<file path="config.mk">
export PLATFORM = sky130hd
export DESIGN_NAME = pipe_ctrl
export DESIGN_NICKNAME = d
export VERILOG_FILES = /design/src/rtl/pipe_ctrl_pkg.sv /design/src/rtl/pipe_ctrl.sv
export SDC_FILE = /design/constraint.sdc
export NUM_CORES = 1
export LEC_CHECK = 0
export CORE_UTILIZATION = 34
export DETAILED_ROUTE_END_ITERATION = 12
export MAX_ROUTING_LAYER = met4
export PLACE_DENSITY = 0.91
export SLEW_MARGIN = 20
export SYNTH_ARGS = -nofsm -noshare
export SYNTH_HDL_FRONTEND = slang
export SYNTH_SLANG_ARGS = --single-unit
</file>
<file path="constraint.sdc">
create_clock -name clk -period 3.6 [get_ports clk]
set_input_delay 0.36 -clock clk [delete_from_list [all_inputs] [get_ports clk]]
set_output_delay 0.36 -clock clk [all_outputs]
set_load 0.01 [all_outputs]
</file>
<file path="src/rtl/pipe_ctrl_pkg.sv">
// Shared encodings for the pipeline stall/flush controller: stall vectors,
// controller FSM state codes and the zero redirect word.
package pipe_ctrl_pkg;

  localparam logic [5:0]  STALL_NONE = 6'b000000;
  localparam logic [5:0]  STALL_ID   = 6'b000111;
  localparam logic [5:0]  STALL_EX   = 6'b001111;
  localparam logic [31:0] ZERO_WORD  = 32'h0000_0000;

  typedef enum logic [1:0] {
    ST_IDLE      = 2'b00,
    ST_DIV_START = 2'b01,
    ST_DIV_WAIT  = 2'b10,
    ST_DIV_DONE  = 2'b11
  } state_e;

  // A divide is in flight (and must be annulled on a flush) only while the
  // divider has been started but has not yet handed back a result.
  function automatic logic div_in_flight(input state_e s);
    return (s == ST_DIV_START) || (s == ST_DIV_WAIT);
  endfunction

endpackage

</file>
<file path="src/rtl/pipe_ctrl.sv">
// Central stall/flush controller: arbitrates MEM exceptions, the shared
// iterative divider handshake (with watchdog) and ID load-use stalls.
module pipe_ctrl
  import pipe_ctrl_pkg::*;
#(
  parameter int unsigned DIV_TIMEOUT = 40,
  parameter int unsigned CNT_W       = 6
) (
  input  logic        clk,
  input  logic        rst,
  input  logic        stallreq_id,
  input  logic        ex_div_req,
  input  logic        div_ready,
  input  logic        excp_req,
  input  logic [31:0] excp_pc,
  output logic [5:0]  stall,
  output logic        flush,
  output logic [31:0] new_pc,
  output logic        div_start,
  output logic        div_annul,
  output logic        div_timeout
);

  localparam logic [CNT_W-1:0] CNT_ZERO = {CNT_W{1'b0}};
  localparam logic [CNT_W-1:0] CNT_ONE  = {{(CNT_W-1){1'b0}}, 1'b1};
  localparam logic [CNT_W-1:0] CNT_LAST = CNT_W'(DIV_TIMEOUT - 1);

  state_e           state_q, state_d;
  logic [CNT_W-1:0] cnt_q, cnt_d;
  logic             timeout_q, timeout_d;

  // Next-state, watchdog and same-cycle control outputs; while rst is low
  // every output is held quiet regardless of the hazard inputs.
  always_comb begin
    state_d   = state_q;
    cnt_d     = cnt_q;
    timeout_d = timeout_q;
    stall     = STALL_NONE;
    flush     = 1'b0;
    new_pc    = ZERO_WORD;
    div_annul = 1'b0;
    if (!rst) begin
      state_d   = ST_IDLE;
      cnt_d     = CNT_ZERO;
      timeout_d = 1'b0;
    end else if (excp_req) begin
      flush     = 1'b1;
      new_pc    = excp_pc;
      div_annul = div_in_flight(state_q);
      state_d   = ST_IDLE;
      cnt_d     = CNT_ZERO;
    end else begin
      case (state_q)
        ST_IDLE: begin
          if (ex_div_req) begin
            stall   = STALL_EX;
            state_d = ST_DIV_START;
          end else if (stallreq_id) begin
            stall = STALL_ID;
          end else begin
            stall = STALL_NONE;
          end
        end
        ST_DIV_START: begin
          stall   = STALL_EX;
          cnt_d   = CNT_ZERO;
          state_d = ST_DIV_WAIT;
        end
        ST_DIV_WAIT: begin
          stall = STALL_EX;
          if (div_ready) begin
            state_d = ST_DIV_DONE;
          end else if (cnt_q == CNT_LAST) begin
            // Divider hung: abandon it and let EX advance with garbage.
            timeout_d = 1'b1;
            div_annul = 1'b1;
            state_d   = ST_DIV_DONE;
          end else begin
            cnt_d = cnt_q + CNT_ONE;
          end
        end
        ST_DIV_DONE: begin
          // ex_div_req still belongs to the finishing divide; do not restart.
          stall   = STALL_NONE;
          state_d = ST_IDLE;
        end
        default: begin
          state_d = ST_IDLE;
        end
      endcase
    end
  end

  // Controller state, watchdog count and sticky timeout flag.
  always_ff @(posedge clk or negedge rst) begin
    if (!rst) begin
      state_q   <= ST_IDLE;
      cnt_q     <= CNT_ZERO;
      timeout_q <= 1'b0;
    end else begin
      state_q   <= state_d;
      cnt_q     <= cnt_d;
      timeout_q <= timeout_d;
    end
  end

  assign div_start   = (state_q == ST_DIV_START);
  assign div_timeout = timeout_q;

endmodule

</file>
==> results.json, run 1 <==
{
  "run_status": "completed",
  "grtUsageTotal_pct": 23.4,
  "worst_ir_drop_on_vdd_mv": 0.138,
  "final.period_utilization_pct": 76.7,
  "synth-edff-count": 0,
  "startpoint": "excp_req",
  "achievable-frequency_mhz": 362,
  "place_area_um2": 1680,
  "antenna_left": 0,
  "port_buffer_cells": 77,
  "synthesis.instances": 116,
  "grt_max_degree": 46,
  "cts_tree": "yes",
  "worstPathRequired_ps": 3240,
  "cts.sink_count": 9,
  "final_common_cell": "sky130_fd_sc_hd__clkdlybuf4s50_1",
  "dr.first_iter.drc_count": 17,
  "rsz0062_at_grt": "no",
  "n_antenna_cell": 0,
  "die_height_um": 53.7,
  "critPathArrivalTime_ps": 2400,
  "maxSlewViolCount": 0,
  "setup-violations-final": 0,
  "totalNegativeSetupSlack_ps": 0,
  "pre_cts_setup_slack_ps": 846,
  "yosysWarnings": 0,
  "ctsRootBufferMaster": "sky130_fd_sc_hd__clkbuf_4",
  "clk_transition_reported_paths_ps": 60,
  "place_inst": 214,
  "timing.critical_path.from_type": "primary input",
  "routed_wire_length_per_instance_um": 14.1,
  "async_reset_ff_share_pct": 100,
  "hpwl_mm": 2.42,
  "effective_utilization_at_floorplan_pct": 36.3,
  "max_cap_violations": 0,
  "final_cell_mix": "sky130_fd_sc_hd__clkdlybuf4s50_1, sky130_fd_sc_hd__and3_1, sky130_fd_sc_hd__dfrtp_1",
  "worst_skew_pair_later_pin_latency_ps": 260,
  "hold_viol_final": 0,
  "wire_length_of_the_first_global_routing_pass_mm": 4.73,
  "post_cts_resized": 0,
  "drt-vias-per-instance": 5.27,
  "vias": 1149,
  "critical_path.endpoint_type": "primary output",
  "worstHoldPathType": "primary input to async pin",
  "rrSetupSlack_ps": 1970,
  "number_of_clock_buffers_inserted_by_tritoncts": 3,
  "cts.htree.levels": 1,
  "synth-xor-area-share_pct": 0,
  "synth_fa_ha_area_share_pct": 6.89,
  "number_of_synthesized_register_bits": 9,
  "post_layout_util_pct": 68.1,
  "p_per_area_nw_per_um2": 184,
  "synth-simple-area-share_pct": 41.7,
  "postCtsSetupRepairBufs": 0,
  "final_cells": 218,
  "cts.path.max_buffers": 2,
  "crit-reg2reg-launch": "state_q[0]",
  "dominantRegCellSynth": "sky130_fd_sc_hd__dfrtp_1",
  "drt_pass1_iterations": 4,
  "grt-ovfl-total": 0,
  "io_pins": 80,
  "post_route_worst_setup_slack_ps": 838,
  "slew_headroom_pct": 58.5,
  "finish.instance_area_um2": 1700,
  "place.gp.congestion": 0.793,
  "drc": 0,
  "reg2regPathDepth": 5,
  "final_period_minus_worst_setup_slack_ps": 2760,
  "largest_family_of_logic_cells_by_synthesized_area": "simple AND/OR/NAND/NOR gates",
  "area_delta_synth_final_pct": 87.3,
  "core.rowCount": 18,
  "compound_cell_area_share_of_the_yosys_netlist_pct": 14.5,
  "avgSynthCellArea_um2": 7.83,
  "crit_path_max_fanout": 25,
  "critical_setup_path_kind": "primary input to primary output",
  "postCtsHoldBufs": 0,
  "synth.yosys.seq_area_share_pct": 24.8,
  "die_x_um": 53.7,
  "syn_area_um2": 908,
  "finish.net_count": 232,
  "worst_slew_pin_slew_ps": 621,
  "worst_r2r_endpoint": "cnt_q[3]",
  "fp.coreArea_um2": 2500,
  "critical_path.endpoint": "stall[0]",
  "yosysUniqueCellTypes": 31,
  "synth_mux_area_share_pct": 2.20,
  "number_of_global_route_vias_before_repair": 1036,
  "antenna_found_initial": 0,
  "wl_mm": 3.07,
  "leakage_power_nw": 0.735,
  "skew_ps": 2.98,
  "floorplan.die_area_um2": 2880,
  "post_route_cells_drive_above_1_share_pct": 3.72
}
[final cells by class]
class                   instances  area [µm²]
fillers                       199         798
repair buffers                 79         786
multi-input cells              89         601
flip-flops and latches          9         225
well taps                      30        37.5
clock buffers                   4        26.3
inverters                       7        26.3
[cell families (layout without fill, tap and decap cells)]
family	after synthesis	in the layout
AOI/OAI and AO/OA	20	20
buffers and inverters	19	90
adders and majority gates	5	5
and+or+nand+nor	60	60
muxes	2	2
DFF	9	9
other	1	2
[worst min path at each step]
stage | start | endpoint | slack [ps] | cells past startpoint
finish | rst | cnt_q[3] | 510 | 2
global route | rst | state_q[1] | 530 | 2
CTS | rst | state_q[0] | 510 | 2
detailed placement | div_timeout | div_timeout | 530 | 2
global placement | div_timeout | div_timeout | 520 | 2
floorplan | rst | cnt_q[0] | 60 | 0
[Yosys cell counts (4+ instances only)]
library cell               instances  share of area [%]
sky130_fd_sc_hd__inv_1             7                2.9
sky130_fd_sc_hd__nand2b_1          4                2.8
sky130_fd_sc_hd__ha_1              5                6.9
sky130_fd_sc_hd__dfrtp_1           9                 25
sky130_fd_sc_hd__clkbuf_1          8                3.3
sky130_fd_sc_hd__and3_1           32                 22
sky130_fd_sc_hd__buf_4             4                3.3
sky130_fd_sc_hd__a21oi_1           5                2.8
[critical path, stage by stage]
cell,delay [ps]
sky130_fd_sc_hd__clkdlybuf4s50_1,740
sky130_fd_sc_hd__nor2b_1,380
sky130_fd_sc_hd__o21ai_0,140
sky130_fd_sc_hd__a21oi_1,200
sky130_fd_sc_hd__clkdlybuf4s50_1,570
[stage by stage]
step / power [mW] / hold WS [ps]
after global placement: 0.231 / 521
after detailed placement: 0.234 / 527
after CTS: 0.316 / 512
after global routing: 0.331 / 533
final: 0.313 / 512
after floorplan: 0.153 / 64.4
[power breakdown]
part / internal, mW / switching (mW) / total, mW
clock network: 0.0428 / 0.0375 / 0.0804
logic: 0.0810 / 0.0485 / 0.130
registers: 0.102 / 0.000808 / 0.103
[state kept, by name, summed over array words and instances, names as in the netlist]
signal / cells
cnt_q: 6
state_q: 2
div_timeout: 1
[metal layers]
layer	up-vias	share of wire, %	GRT usage (%)
li1	560	-	-
met1	543	40	26.4
met2	40	54	41.2
met3	6	5.1	3.39
met4	0	1.7	8.77
met5	-	0	-
No activity file was read; power rests on OpenSTA's default activity.
==> run 2, diff against run 1 <==
--- a/config.mk
+++ b/config.mk
@@ -5,10 +5,10 @@
 export SDC_FILE = /design/constraint.sdc
 export NUM_CORES = 1
 export LEC_CHECK = 0
-export CORE_UTILIZATION = 34
+export CORE_UTILIZATION = 28
 export DETAILED_ROUTE_END_ITERATION = 12
 export MAX_ROUTING_LAYER = met4
-export PLACE_DENSITY = 0.91
+export PLACE_DENSITY = 0.81
 export SLEW_MARGIN = 20
 export SYNTH_ARGS = -nofsm -noshare
 export SYNTH_HDL_FRONTEND = slang
==> constraint.sdc (replaced) <==
create_clock -name clk -period 2.3 [get_ports clk]
set_input_delay 0.23 -clock clk [delete_from_list [all_inputs] [get_ports clk]]
set_output_delay 0.23 -clock clk [all_outputs]
set_load 0.01 [all_outputs]
==> results.json, run 2 (same netlist as run 1, synthesis figures left out) <==
{
  "run_status": "completed",
  "antenna_left": 0,
  "effective_utilization_at_floorplan_pct": 29.8,
  "n_antenna_cell": 0,
  "timing.critical_path.from_type": "register",
  "critPathMaxStageDelay_ps": 560,
  "seq_power_share_pct": 32.3,
  "place_inst": 233,
  "grt-ovfl-total": 0,
  "final.hold.worst_slack_ps": 295,
  "ctsRootBufferMaster": "sky130_fd_sc_hd__clkbuf_4",
  "worst_ir_drop_on_vdd_mv": 0.159,
  "dr.first_iter.drc_count": 49,
  "die_x_um": 59.0,
  "final_period_minus_worst_setup_slack_ps": 2160,
  "cts_tree": "yes",
  "final_cell_mix": "sky130_fd_sc_hd__clkdlybuf4s50_1, sky130_fd_sc_hd__and3_1, sky130_fd_sc_hd__dfrtp_1",
  "wire_length_of_the_first_global_routing_pass_mm": 4.74,
  "routed_wire_length_per_instance_um": 12.8,
  "worstPathRequired_ps": 2070,
  "worstHoldPathType": "primary input to async pin",
  "max_cap_violations": 0,
  "leakage_power_nw": 0.776,
  "power.switching_mw": 0.140,
  "largest_register_ff_count": 6,
  "grt_max_degree": 42,
  "maxSlewViolCount": 0,
  "final.period_utilization_pct": 94.1,
  "registers.top_by_ff_count": "cnt_q",
  "critPathArrivalTime_ps": 1930,
  "drc": 0,
  "worst_skew_pair_later_pin_latency_ps": 270,
  "cts.htree.levels": 1,
  "finish.net_count": 237,
  "post_route_cells_drive_above_1_share_pct": 7.77,
  "power.share.clock_pct": 25.5,
  "hold_viol_final": 0,
  "hpwl_mm": 2.38,
  "fp.coreArea_um2": 3050,
  "drt_pass1_iterations": 5,
  "skew_ps": 4.49,
  "worst_path_max_delay_cell": "sky130_fd_sc_hd__clkdlybuf4s50_1",
  "cts.path.max_buffers": 2,
  "critical-path-top-delay-family": "buffers and inverters",
  "worstPathCellList": "inv_1, ha_1, o21ai_0, a21oi_2, clkdlybuf4s50_1",
  "number_of_global_route_vias_before_repair": 1098,
  "port_buffer_cells": 77,
  "wl_mm": 3.04,
  "number_of_clock_buffers_inserted_by_tritoncts": 3,
  "final_cells": 237,
  "floorplan.die_area_um2": 3480,
  "vias": 1151,
  "p_comb_share_pct": 42.3,
  "crit_path_max_fanout": 4,
  "cellInternalPower_mw": 0.359,
  "postCtsSetupRepairBufs": 0,
  "rrSetupSlack_ps": 700,
  "fillers": 288,
  "drt-vias-per-instance": 4.86,
  "post_layout_util_pct": 58.0,
  "setup-violations-final": 0,
  "area_delta_synth_final_pct": 94.8,
  "final_common_cell": "sky130_fd_sc_hd__clkdlybuf4s50_1",
  "clk_transition_reported_paths_ps": 60,
  "io_pins": 80,
  "totalNegativeSetupSlack_ps": 0,
  "grtUsageTotal_pct": 18.3,
  "swShare_pct": 28.0,
  "rsz0062_at_grt": "no",
  "achievable-frequency_mhz": 462,
  "antenna_found_initial": 0,
  "cts.sink_count": 9,
  "critical_setup_path_kind": "register to primary output",
  "place.gp.congestion": 0.830,
  "cp.buffers_inverters": 2,
  "p_per_area_nw_per_um2": 282,
  "die_height_um": 59.0,
  "core.rowCount": 20,
  "critical_path.endpoint_type": "primary output"
}
run 2: final cells by class:
| type | count | area, µm² | area share (%) |
|---|---|---|---|
| multi-input cells | 89 | 611 | 34.5 |
| clock buffers | 4 | 26.3 | 1.49 |
| inverters | 7 | 26.3 | 1.49 |
| well taps | 44 | 55.1 | 3.11 |
| repair buffers | 84 | 826 | 46.7 |
| flip-flops and latches | 9 | 225 | 12.7 |
run 2: final timing paths:
path,start,endpoint,cells after the start
setup / recovery,state_q[0],stall[1],5
hold / removal,rst,cnt_q[0],2
setup reg to reg,cnt_q[0],state_q[0],5
hold reg to reg,div_timeout,div_timeout,2
max in group asynchronous,rst,div_timeout,2
min in group clk,div_timeout,div_timeout,2
run 2: what timing repair did:
item	CTS	global route
pin swaps	0	0
resized for setup	1	4
hold buffers	0	0
endpoints found under the setup margin	1	4
run 2: worst reg2reg max path, delay by kind of cell (launching register included):
kind                       cells  cell delay (ps)
DFF                            1              410
AOI/OAI and AO/OA              2              230
adders and majority gates      1              240
and+or+nand+nor                2              640
run 2: stage by stage:
stage / worst slack [ps] / cell area [µm²] / total power [mW]
floorplan: 462 / 912 / 0.239
global placement: 233 / 1730 / 0.368
detailed placement: 171 / 1730 / 0.373
CTS: 17.3 / 1760 / 0.500
global route: 6.24 / 1770 / 0.529
finish: 136 / 1770 / 0.498
run 2: power by group through the flow:
| stage | clock, mW | combinational, mW | sequential (mW) |
|---|---|---|---|
| 5_1_grt | 0.142 | 0.226 | 0.161 |
| 4_1_cts | 0.130 | 0.210 | 0.161 |
| 3_3_place_gp | 0 | 0.205 | 0.164 |
| 2_1_floorplan | 0 | 0.0757 | 0.164 |
| 3_5_place_dp | 0 | 0.209 | 0.164 |
| 6_report | 0.127 | 0.211 | 0.161 |
run 2: routing by layer:
layer,share of wire (%),vias up,global-route usage [%]
li1,-,570,-
met1,42,524,21.5
met2,50,51,31.0
met3,6.5,6,4.18
met4,1.1,0,5.78
met5,0,-,-
==> run 3, diff against run 2 <==
--- a/config.mk
+++ b/config.mk
@@ -6,6 +6,7 @@
 export NUM_CORES = 1
 export LEC_CHECK = 0
 export CORE_UTILIZATION = 28
+export CTS_CLUSTER_DIAMETER = 120
 export DETAILED_ROUTE_END_ITERATION = 12
 export MAX_ROUTING_LAYER = met4
 export PLACE_DENSITY = 0.81
==> results of run 3 <==
Final layout, timing and power as in run 2 (identical DEF).
